## config.mk

```make
export PLATFORM = sky130hd
export DESIGN_NAME = mem_port_arbiter
export DESIGN_NICKNAME = d
export VERILOG_FILES = /design/src/rtl/mem_port_arbiter.sv
export SDC_FILE = /design/constraint.sdc
export NUM_CORES = 1
export LEC_CHECK = 0
export ABC_AREA = 1
export CAP_MARGIN = 20
export CORE_AREA = 2 2 161 163
export DETAILED_ROUTE_END_ITERATION = 10
export DIE_AREA = 0 0 163 165
export DONT_BUFFER_PORTS = 1
export PLACE_DENSITY = 0.52
export SLEW_MARGIN = 10
export SYNTH_ARGS = -nofsm -noshare
export SYNTH_HDL_FRONTEND = slang
export SYNTH_SLANG_ARGS = --single-unit
```

## constraint.sdc

```tcl
create_clock -name clk -period 1.85 [get_ports clk]
set_input_delay 0 -clock clk [delete_from_list [all_inputs] [get_ports clk]]
set_output_delay 0 -clock clk [all_outputs]
set_load 0.01 [all_outputs]
```

## src/rtl/mem_port_arbiter.sv

```systemverilog
// Two-requester arbiter sharing one downstream memory port between instruction fetch and data access.
// Grants are registered (one cycle of latency), alternate on contention, and chain back-to-back without an idle bubble.
package mem_port_pkg;
  typedef enum logic [2:0] {
    MSIZE1 = 3'd0,
    MSIZE2 = 3'd1,
    MSIZE4 = 3'd2,
    MSIZE8 = 3'd3
  } msize_t;

  typedef struct packed {
    logic        valid;
    logic [31:0] addr;
  } ibus_req_t;

  typedef struct packed {
    logic        addr_ok;
    logic        data_ok;
    logic [31:0] data;
  } ibus_resp_t;

  typedef struct packed {
    logic        valid;
    logic [31:0] addr;
    msize_t      size;
    logic [7:0]  strobe;
    logic [63:0] data;
  } dbus_req_t;

  typedef struct packed {
    logic        addr_ok;
    logic        data_ok;
    logic [63:0] data;
  } dbus_resp_t;
endpackage

module mem_port_arbiter
  import mem_port_pkg::*;
(
  input  logic       clk,
  input  logic       reset,
  input  ibus_req_t  ireq,
  output ibus_resp_t iresp,
  input  dbus_req_t  dreq,
  output dbus_resp_t dresp,
  output dbus_req_t  mreq,
  input  dbus_resp_t mresp,
  output logic [1:0] owner
);

  typedef enum logic [1:0] {
    IDLE   = 2'b00,
    BUSY_I = 2'b01,
    BUSY_D = 2'b10
  } state_t;

  state_t    state_q, state_d;
  logic      last_owner_q, last_owner_d;  // 0 = fetch, 1 = data
  dbus_req_t req_q, req_d;
  dbus_req_t fetch_req, data_req;

  // Both requests are normalised to the downstream format so the register holds exactly what mreq drives.
  always_comb begin
    fetch_req       = '0;
    fetch_req.valid = 1'b1;
    fetch_req.addr  = ireq.addr;
    fetch_req.size  = MSIZE4;
    data_req        = dreq;
    data_req.valid  = 1'b1;
  end

  always_comb begin
    // NOTE: every output of a combinational block gets a default first, otherwise paths that skip an assignment infer latches.
    state_d      = state_q;
    last_owner_d = last_owner_q;
    req_d        = req_q;
    unique case (state_q)
      IDLE: begin
        if (dreq.valid && (!ireq.valid || !last_owner_q)) begin
          state_d      = BUSY_D;
          last_owner_d = 1'b1;
          req_d        = data_req;
        end else if (ireq.valid) begin
          state_d      = BUSY_I;
          last_owner_d = 1'b0;
          req_d        = fetch_req;
        end
      end
      BUSY_I: begin
        if (mresp.data_ok) begin
          if (dreq.valid) begin
            state_d      = BUSY_D;
            last_owner_d = 1'b1;
            req_d        = data_req;
          end else begin
            state_d = IDLE;
          end
        end
      end
      BUSY_D: begin
        if (mresp.data_ok) begin
          if (ireq.valid) begin
            state_d      = BUSY_I;
            last_owner_d = 1'b0;
            req_d        = fetch_req;
          end else begin
            state_d = IDLE;
          end
        end
      end
      default: state_d = IDLE;
    endcase
  end

  always_ff @(posedge clk) begin
    // NOTE: sequential state uses non-blocking assignments so all registers update from pre-edge values.
    if (reset) begin
      state_q      <= IDLE;
      last_owner_q <= 1'b0;
      req_q        <= '0;
    end else begin
      state_q      <= state_d;
      last_owner_q <= last_owner_d;
      req_q        <= req_d;
    end
  end

  // Only the owner sees the downstream handshake; a fetch picks its 32-bit lane by addr[2].
  always_comb begin
    mreq  = '0;
    iresp = '0;
    dresp = '0;
    unique case (state_q)
      BUSY_I: begin
        mreq          = req_q;
        iresp.addr_ok = mresp.addr_ok;
        iresp.data_ok = mresp.data_ok;
        iresp.data    = req_q.addr[2] ? mresp.data[63:32] : mresp.data[31:0];
      end
      BUSY_D: begin
        mreq  = req_q;
        dresp = mresp;
      end
      default: ;
    endcase
  end

  assign owner = state_q;

endmodule

```

======== Yosys cells after proc, flatten, opt, wreduce, memory -nomap -nowiden ========
Index checks and enable logic that the tools add are counted.
word-level totals
  register bits after elaboration ......... 111
  bits of input ports ..................... 209
  output and inout port bits .............. 210
  word-level logic and storage cells ...... 45
cells by class
  equality and inequality tests ........... 6
  muxes and demuxes ....................... 23
  reduce and logical (&&, ||, !) cells .... 9
operators with widths
  operator            number
  $mux 108            6
  $pmux 108 s3        1
  $mux 66             1
  $mux 34             1
  $mux 32             1
  $mux 2              5
  $mux 1              6
  $ne 2x2->1 const B  3
  $pmux 2 s3          1
  $reduce_and 4->1    1
  $ne 3x3->1 const B  1
  $pmux 1 s3          1
  $reduce_and 3->1    1
  $reduce_bool 3->1   1
  $eq 2x1->1 const B  1
  $eq 2x2->1 const B  1
  $logic_not 1->1     2
  $logic_not 2->1     1
  $reduce_or 2->1     1
  $logic_and 1x1->1   1
  $logic_or 1x1->1    1

======== Depth between registers and ports, before layout ========
Gate-level depths: netlist of the first run.
  depth in word-level cells ............... 5
  depth in mapped cells ................... 12
  mapped depth without buffers ............ 10

======== Worst setup path before layout of the first run ========
OpenSTA, ideal clock, no wires.
  path kind ............................... reg2reg
  start point ............................. register state_q[0] (netlist: owner[0])
  end point ............................... register req_q[105] (netlist bit)
  library setup time ...................... 0.070 ns
  arrival ................................. 1.815 ns
  required time ........................... 1.780 ns
  path slack .............................. -0.035 ns
  cell stages (with the launch flop) ...... 10
  path buffers ............................ 2
  period minus slack after synthesis ...... 1.885 ns
  cells stage by stage .................... dfxtp_1 > inv_1 > ha_1 > inv_2 > nor2_1 > a21oi_4 > buf_2 > buf_2 > nand3_1 > a21oi_1
on the way
  cells in the longest elaborated chain, start to end .. 3
  elaborated cells between the ends (all ways) .. 9
  those cells by class .................... eq/ne: 5; mux: 1; reduce/logical: 3
ends and longest elaborated chain
  what                                                              line  RTL
  start, declared                                                   57    state_t state_q, state_d;
  start signal, assigned                                            122   state_q <= state_d;
  $eq 2x1->1, or another cell as far along                          77    unique case (state_q)
  $ne 2x2->1 (no line) / $reduce_bool 3->1 (equally long branches)  -
  $reduce_and 4->1 (no line)                                        -
  end signal, assigned                                              124   req_q <= req_d;
  end, declared                                                     59    dbus_req_t req_q, req_d;
Several ways; a longest one is shown, not always the timed one.
A chain may end at the register's enable or synchronous reset.

==> flow_summary_export.csv, run 1 <==
group,metric,value,unit
status,run_status,"finished with violations",
status,failed_checks,"hold timing",
job,max_cap_violations,0,
critical_path,path_buf_inv,3,
power,power.internal,0.007881,W
cts,path_clk_slew,0.08,ns
synthesis,synth-seq-area-share,32.44,%
grt,overflow,0,
power,swShare,47.25,%
timing,setup_viol,0,
cts,cts-root-buf,"clkbuf_16",
floorplan,fp-row-count,58,
critical_path,crit_chain,"buf_8 -> ha_4 -> buf_6 -> nand2_1 -> inv_1",
floorplan,die_w,163,um
hold_path,min_delay_path_depth,1,
final_layout,area_growth,19.93,%
cts,cts_tree,"yes",
route,wl,28350,um
critical_path,rrSetupSlack,0.09,ns
synthesis,synth_top_area_cell,"dfxtp_1",
synthesis,yosys-top-cells-area,"dfxtp_1 (32%), nand2_1 (23%), inv_1 (12%), nand3_1 (8.2%), a21oi_1 (8.1%)",
floorplan,io_pins,419,
grt,grt_pass1_wl,39280,um
cts,cts_buffers,9,
synthesis,yosys_warnings,0,
synthesis,netlist_area,6850,um^2
timing,hold_ws,-0.2900,ns
route,ant_nets,0,
timing,fin_skew,0.01259,ns
synthesis,synth_area_per_cell,5.718,um^2
power,pwr-share-seq,24.7,%
route,vias_per_cell,4.773,
power,pwr-share-clk,13.9,%
power,p_switching,0.007061,W
timing,timing.final.crit_share,95.58,%
grt,first_global_vias,6628,
critical_path,critPathCaptureType,"output port",
placed_design,pre_cts_ws,-0.06359,ns
cts,htreeDepth,3,
critical_path,cp_slowest_cell,"dfxtp_2",
final_layout,mostFrequentLayoutCells,"nand2_1 (410), inv_1 (216), nand3_1 (110)",
timing,slew_headroom,63.15,%
route,dr_total_vias,7284,
cts,clkLatencyLatePin,0.37,ns
route,avgRoutedWirePerCell,18.58,um
floorplan,initial_core_util,27.36,%
cts,cts_buffer_depth,2,
critical_path,reg2reg_to,"req_q[85]",
power,leakage,4.705,nW
synthesis,ys_types,19,
hold_path,hold_start,"reset",
critical_path,slowest_delay,0.36,ns
critical_path,worstPathArrival,1.77,ns
synthesis,synth_fp_nets,1412,
grt,grt_antenna_before_repair,3,
route,drtIter0Drc,538,
timing,slew_viol_final,0,
synthesis,yosys_register_bits,111,
placed_design,dpl.hpwl,19770,um
floorplan,core_area,25040,um^2
critical_path,cp_max_fo,49,
power,peakVddDrop,0.6501,mV
timing,setup_ws,0.08179,ns
critical_path,crit_path_start_kind,"register",
grt,grt_max_degree,112,
critical_path,worstPathRequired,1.85,ns
critical_path,r2r_start,"owner[0]",
floorplan,dieHeight,165,um
timing,finalCriticalPeriod,1.768,ns
grt,track_usage,19.43,%
final_layout,nets,1403,
final_layout,final_common_cell,"nand2_1",
synthesis,synth_top_area_share,32.44,%
timing,finalHoldViolCount,110,
power,p_per_area,1819,nW/um^2
critical_path,critical-path-top-delay-family,"buffers and inverters",
final_layout,layout-drive-gt1-share,11.56,%
timing,clock.fmax,0.5655,GHz
route,drt_drc_violations_left,0,
cts,holdBufCountCts,2,
cts,cts.sinks,111,
critical_path,r2r_cells,8,
floorplan,design.die.area,26900,um^2
hold_path,hp-class,"input port to register",
timing,grt_setup_unrepaired,"yes",
placed_design,port_buffers,0,
final_layout,fin_util,32.81,%
power,combPwrFrac,61.4,%
timing,tightest_slew,0.5521,ns
hold_path,whs_endpoint,"owner[0]",
placed_design,gp_congestion,0.9534,
power,p_total,0.01494,W
route,firstDrtPassIters,5,
critical_path,worstSetupPathType,"register to output port",
synthesis,synthCells,1198,
[flip-flops by register name, summed over array words and instances (netlist names)]
| name | cells |
|---|---|
| owner | 2 |
| last_owner_q | 1 |
| req_q | 108 |
[kinds of logic (layout without fill, tap and decap cells)]
kind of cell	count (synthesis)	count (layout)	synth area share [%]
compound gates	149	149	11.14
fa+ha+maj	5	5	0.9132
buf+inv	306	302	17.75
flops	111	111	32.44
other cells	0	2	0
simple gates	627	627	37.75
[Yosys cell counts]
| cell | count |
|---|---|
| buf_6 | 1 |
| a21oi_1 | 111 |
| ha_1 | 5 |
| nand2_1 | 413 |
| buf_2 | 27 |
| nand2_2 | 2 |
| nand3_1 | 112 |
| buf_1 | 3 |
| clkbuf_1 | 47 |
| or2_2 | 32 |
| o21ai_0 | 36 |
| inv_2 | 3 |
| nor2_1 | 67 |
| a21oi_4 | 1 |
| buf_4 | 7 |
| inv_1 | 218 |
| dfxtp_1 | 111 |
| o21bai_2 | 1 |
| nor2_4 | 1 |
[worst reg2reg max path, stage by stage, from the launching register on]
cell	delay (ns)
dfxtp_4	0.38
inv_2	0.07
ha_4	0.36
inv_4	0.07
a21oi_4	0.23
buf_6	0.16
clkbuf_16	0.19
nand3_1	0.10
a21oi_1	0.15
[cell type report]
class                   count  area, um^2
fillers                  2855       16820
multi-input cells         781        3506
flip-flops and latches    111        2227
repair buffers             65       920.9
inverters                 221       832.0
well taps                 330       412.9
clock buffers              10       239.0
clock inverters             6       72.57
diodes                      2       5.005
[stage by stage]
stage	instances	TNS (ns)	cell area, um^2
5_1_grt	1525	-0.3114	8213
2_1_floorplan	1198	0	6853
3_3_place_gp	1489	-0.6818	7415
4_1_cts	1516	-0.01474	7901
3_5_place_dp	1489	-2.316	7415
6_report	1526	0	8215
[routing by layer]
layer  track usage (%)  vias to the layer above  routed length [um]
li1                  -                     3565                   -
met5                 0                        -                  13
met4             9.091                        2                1111
met1             22.80                     3304               11580
met3             6.429                       42                2486
met2             32.11                      371               13160
[power by group through the flow]
stage                     logic [W]  registers [W]  clock network [W]
after floorplan             0.00531        0.00361                  0
after global placement      0.00765        0.00370                  0
after detailed placement    0.00770        0.00371                  0
after CTS                   0.00828        0.00367            0.00217
after global routing         0.0101        0.00378            0.00225
final                       0.00917        0.00369            0.00208
[how the worst max path moves through the flow]
stage | from | to | slack, ns | depth (start not counted)
final | owner[1] | dresp[24] | 0.08 | 5
after global routing | owner[1] | req_q[48] | -0.02 | 10
after CTS | owner[1] | iresp[18] | -0.01 | 6
after detailed placement | owner[1] | req_q[2] | -0.06 | 9
after global placement | owner[1] | req_q[55] | -0.04 | 9
after floorplan | owner[0] | req_q[105] | 0.003 | 9
[repair_timing]
action | 4_1_cts | 5_1_grt
pin swaps | 0 | 6
hold endpoints to repair | 111 | 110
resized for setup | 9 | 37
gates cloned | 2 | 6
setup buffers | 7 | 2
setup endpoints to repair | 199 | 164
No activity file was read; power rests on OpenSTA's default activity.
==> run 2: changes to the inputs <==
--- a/config.mk
+++ b/config.mk
@@ -11,7 +11,6 @@
 export DETAILED_ROUTE_END_ITERATION = 10
 export DIE_AREA = 0 0 163 165
 export DONT_BUFFER_PORTS = 1
-export PLACE_DENSITY = 0.52
 export SLEW_MARGIN = 10
 export SYNTH_ARGS = -nofsm -noshare
 export SYNTH_HDL_FRONTEND = slang
==> flow_summary_export.csv, run 2 (synthesized netlist as in run 1, its figures left out) <==
group,metric,value,unit
status,run_status,"finished with violations",
status,failed_checks,"hold timing",
floorplan,core_area,25040,um^2
critical_path,reg2reg_to,"req_q[71]",
critical_path,cp_max_fo,8,
route,met2_length,13680,um
power,peakVddDrop,0.7530,mV
power,p_per_area,1818,nW/um^2
timing,grt_setup_unrepaired,"yes",
critical_path,path_buf_inv,4,
critical_path,cpMostUsedCell,"buf_6",
cts,path_clk_slew,0.08,ns
hold_path,hold_start,"reset",
grt,overflow,0,
critical_path,worstPathArrival,2.02,ns
cts,htreeDepth,3,
timing,tns,0,ns
timing,finalHoldViolCount,110,
timing,fin_skew,0.01082,ns
grt,first_global_vias,6519,
critical_path,crit_path_start_kind,"register",
placed_design,pre_cts_ws,-0.05842,ns
timing,slew_headroom,67.61,%
route,ant_nets,0,
grt,grt_max_degree,112,
critical_path,rrSetupSlack,0.06,ns
cts,cts_tree,"yes",
critical_path,worstPathRequired,2.08,ns
placed_design,gp_congestion,0.9621,
route,m1WireLength,10960,um
floorplan,fp-row-count,58,
route,dr_total_vias,7291,
timing,slew_viol_final,0,
critical_path,critPathCaptureType,"register",
final_layout,layout-drive-gt1-share,14.80,%
cts,cts_buffers,9,
critical_path,r2r_start,"owner[1]",
critical_path,critical-path-top-delay-family,"buffers and inverters",
hold_path,whs_endpoint,"req_q[82]",
route,vias_per_cell,4.778,
final_layout,fin_area,8323,um^2
power,leakage,4.736,nW
timing,timing.final.crit_share,96.95,%
route,dr_wl_met3,2269,um
critical_path,worstSetupPathType,"register to register",
grt,track_usage,18.13,%
route,wl,27730,um
cts,cts-root-buf,"clkbuf_16",
critical_path,cp_slowest_cell,"dfxtp_4",
floorplan,dieHeight,165,um
cts,cts.sinks,111,
critical_path,r2r_cells,10,
critical_path,crit_chain,"buf_6 -> ha_4 -> o21bai_4 -> inv_2 -> nor2_4 -> buf_6 -> nand2_8 -> clkbuf_16 -> nand2_2 -> a21oi_1",
cts,cts_buffer_depth,2,
final_layout,final_common_cell,"nand2_1",
final_layout,area_growth,21.50,%
timing,setup_viol,0,
job,max_cap_violations,0,
grt,grt_pass1_wl,37200,um
final_layout,n_antenna_cell,0,
hold_path,hp-class,"input port to register",
placed_design,dpl.hpwl,19410,um
hold_path,min_delay_path_depth,1,
final_layout,largest_register_ffs,108,
cts,clkLatencyLatePin,0.36,ns
timing,clock.fmax,0.5576,GHz
route,drt_drc_violations_left,0,
final_layout,mostFrequentLayoutCells,"nand2_1 (383), inv_1 (215), nand3_1 (111)",
critical_path,slowest_delay,0.36,ns
final_layout,nFillCells,2817,
route,avgRoutedWirePerCell,18.17,um
route,firstDrtPassIters,6,
placed_design,port_buffers,0,
floorplan,io_pins,419,
route,drtIter0Drc,551,
placed_design,post_dp_cell_area,7400,um^2
floorplan,initial_core_util,27.36,%
timing,setup_ws,0.05647,ns
timing,tightest_slew,0.4853,ns
final_layout,top_register,"req_q",
grt,grt_antenna_before_repair,1,
timing,finalCriticalPeriod,1.794,ns
floorplan,die_w,163,um
final_layout,nets,1406,
route,highest_layer,"met5",
cts,holdBufCountCts,2,
timing,hold_ws,-0.2772,ns
floorplan,design.die.area,26900,um^2
-- run 2: final cells by class --
cell class              instances  area [um^2]  share of cell area, %
well taps                     330        412.9                  4.961
flip-flops and latches        111         2230                  26.79
repair buffers                 67        902.1                  10.84
multi-input cells             782         3649                  43.84
clock buffers                   9        225.2                  2.706
inverters                     221        837.1                  10.06
clock inverters                 6        67.56                 0.8118
-- run 2: worst max path at each step --
stage                     depth (start not counted)  slack (ns)    endpoint     start
final                                            10        0.06   req_q[71]  owner[1]
after floorplan                                   9       0.003  req_q[105]  owner[0]
after global routing                             11       -0.04   req_q[61]  owner[1]
after CTS                                        10       -0.02   req_q[52]  owner[0]
after detailed placement                         10       -0.06   req_q[84]  owner[1]
after global placement                           10       -0.01   req_q[86]  owner[1]
-- run 2: metrics by stage --
step                total power, W  util, %  instances
finish                     0.01513    33.24       1526
global route               0.01634    33.24       1526
CTS                        0.01355    30.98       1509
detailed placement         0.01140    29.56       1492
global placement           0.01131    29.56       1492
floorplan                 0.008925        -       1198
-- run 2: what timing repair did --
action,in CTS,in global routing
gates resized for setup,14,78
pin swaps,0,6
setup buffers,0,5
cloned,0,12
hold endpoints to repair,111,110
setup endpoints to repair,162,129
-- run 2: routing by layer --
metal / track usage, % / up-vias
met3: 5.224 / 39
met1: 20.56 / 3352
li1: - / 3555
met2: 32.11 / 343
met4: 7.039 / 2
met5: 0 / -
-- run 2: report_power, final --
part / switching [W] / leakage (nW) / total (W) / internal [W]
Clock: 0.00104 / 0.142 / 0.00199 / 0.000951
Sequential: 0.000490 / 0.912 / 0.00373 / 0.00324
Combinational: 0.00569 / 3.68 / 0.00941 / 0.00372
==> run 3: changes to the inputs <==
--- a/config.mk
+++ b/config.mk
@@ -11,6 +11,8 @@
 export DETAILED_ROUTE_END_ITERATION = 10
 export DIE_AREA = 0 0 163 165
 export DONT_BUFFER_PORTS = 1
+export GPL_TIMING_DRIVEN = 0
+export RECOVER_POWER = 50
 export SLEW_MARGIN = 10
 export SYNTH_ARGS = -nofsm -noshare
 export SYNTH_HDL_FRONTEND = slang
==> flow_summary_export.csv, run 3 (synthesized netlist as in run 1, its figures left out) <==
group,metric,value,unit
status,run_status,"finished with violations",
status,failed_checks,"setup timing",
final_layout,nFillCells,2587,
timing,setup_viol,37,
job,max_cap_violations,0,
critical_path,rrSetupSlack,-0.07,ns
floorplan,fp-row-count,58,
timing,tightest_slew,0.7467,ns
critical_path,worstPathArrival,2.21,ns
floorplan,core_area,25040,um^2
timing,slew_headroom,50.22,%
critical_path,crit_start,"owner[1]",
route,dr_total_vias,8202,
power,peakVddDrop,0.7667,mV
timing,fin_skew,0.01051,ns
power,p_per_area,1649,nW/um^2
critical_path,critPathCaptureType,"register",
final_layout,mostFrequentLayoutCells,"nand2_1 (380), inv_1 (211), dlygate4sd3_1 (122)",
grt,track_usage,22.07,%
grt,grt_pass1_wl,44610,um
floorplan,die_w,163,um
critical_path,worstPathRequired,2.14,ns
hold_path,hp-class,"input port to register",
grt,grt_antenna_before_repair,2,
floorplan,io_pins,419,
timing,clock.fmax,0.5204,GHz
timing,finalCriticalPeriod,1.922,ns
timing,slew_viol_final,0,
critical_path,cp_num_cells,10,
grt,grt_max_degree,21,
floorplan,initial_core_util,27.36,%
placed_design,gp_congestion,0.9610,
route,ant_nets,0,
placed_design,port_buffers,0,
final_layout,seq_area,2230,um^2
critical_path,slowest_delay,0.46,ns
final_layout,largest_register_ffs,108,
final_layout,area_growth,44.77,%
route,wl,32610,um
final_layout,nets,1563,
cts,cts_buffers,9,
route,firstDrtPassIters,5,
timing,hold_ws,0.01600,ns
placed_design,pre_cts_ws,-0.7969,ns
critical_path,r2r_cells,10,
final_layout,final_common_cell,"nand2_1",
timing,timing.final.crit_share,103.9,%
floorplan,design.die.area,26900,um^2
timing,grt_setup_unrepaired,"yes",
cts,cts.sinks,111,
cts,clkLatencyLatePin,0.36,ns
cts,cts_tree,"yes",
timing,finalHoldViolCount,0,
placed_design,dpl.hpwl,23740,um
cts,cts_buffer_depth,2,
timing,setup_ws,-0.07176,ns
route,drt_drc_violations_left,0,
final_layout,multiInputGateArea,3847,um^2
critical_path,cp_max_fo,10,
cts,path_clk_slew,0.09,ns
route,drtIter0Drc,538,
critical_path,cp_slowest_cell,"dfxtp_4",
grt,first_global_vias,7804,
critical_path,r2r_start,"owner[1]",
critical_path,worstSetupPathType,"register to register",
route,avgRoutedWirePerCell,19.37,um
critical_path,crit_path_end,"req_q[36]",
cts,htreeDepth,3,
critical_path,cpMostUsedCell,"buf_12",
power,leakage,5.404,nW
critical_path,crit_chain,"inv_4 -> ha_4 -> o21bai_4 -> inv_2 -> nor2_4 -> buf_12 -> buf_12 -> buf_8 -> nand3_1 -> a21oi_2",
critical_path,reg2reg_to,"req_q[36]",
final_layout,layout-drive-gt1-share,17.74,%
cts,cts-root-buf,"clkbuf_16",
floorplan,dieHeight,165,um
grt,overflow,0,
route,vias_per_cell,4.871,
critical_path,crit_path_start_kind,"register",
final_layout,top_register,"req_q",
critical_path,path_buf_inv,5,
critical_path,critical-path-top-delay-family,"buffers and inverters",
-- run 3: changes by cell type in the layout (fill, tap and decap cells not counted), sizes merged --
cell / change
buf: +6
clkbuf: +32
clkinv: -1
diode: +1
dlygate4sd3: +120
inv: +1
nand2: -1
-- run 3: final cells by class --
cell class	count	share of cell area, %
Antenna cell	1	0.02523
Clock buffer	9	2.271
Multi-Input combinational cell	781	38.80
Inverter	221	8.441
Tap cell	330	4.164
Timing Repair Buffer	142	15.15
Clock inverter	6	0.6308
Sequential cell	111	22.48
Buffer	83	8.037
-- run 3: how the worst min path moves through the flow --
| stage | startpoint | endpoint | slack, ns | cells past startpoint |
|---|---|---|---|---|
| 6_report | ireq[25] | req_q[100] | 0.02 | 5 |
| 5_1_grt | ireq[6] | req_q[81] | 0.03 | 5 |
| 4_1_cts | ireq[6] | req_q[81] | 0.0002 | 5 |
| 3_5_place_dp | mresp[12] | dresp[12] | 0.10 | 2 |
| 3_3_place_gp | mresp[11] | dresp[11] | 0.10 | 2 |
| 2_1_floorplan | mresp[0] | dresp[0] | 0.1 | 2 |
-- run 3: worst reg2reg max path, cell delays in order, from the launching register on --
cell      delay, ns
dfxtp_4        0.46
inv_4          0.07
ha_4           0.19
o21bai_4       0.17
inv_2          0.07
nor2_4         0.13
buf_12         0.16
buf_12         0.17
buf_8          0.14
nand3_1        0.12
a21oi_2        0.18
-- run 3: timing repair --
action / 4_1_cts / 5_1_grt
endpoints found under the hold margin: 109 / 2
hold buffers: 121 / 1
cloned: 1 / 4
endpoints found under the setup margin: 316 / 174
pin swaps: 6 / 20
gates resized for setup: 133 / 159
setup buffers: 13 / 2
-- run 3: through the flow --
step | instances | util [%] | cell area (um^2) | TNS (ns) | total power (W)
2_1_floorplan | 1198 | - | 6853 | 0 | 0.008925
3_3_place_gp | 1528 | 29.02 | 7266 | -118.95 | 0.01110
3_5_place_dp | 1528 | 29.02 | 7266 | -124.65 | 0.01115
4_1_cts | 1677 | 37.13 | 9295 | -0.002820 | 0.01488
5_1_grt | 1684 | 39.61 | 9917 | -4.413 | 0.01750
6_report | 1684 | 39.61 | 9917 | -0.6728 | 0.01636
-- run 3: metal layers --
layer | global-route usage, % | wire length (um) | up-vias
met4 | 9.936 | 1431 | 2
met2 | 39.71 | 16040 | 410
met5 | 0 | 13 | -
met1 | 24.26 | 12600 | 3815
met3 | 5.952 | 2526 | 84
li1 | - | - | 3891
-- run 3: report_power, final --
part | switching, W | total [W] | internal [W]
logic | 0.00635 | 0.0106 | 0.00422
registers | 0.000548 | 0.00379 | 0.00324
clock network | 0.00105 | 0.00200 | 0.000950
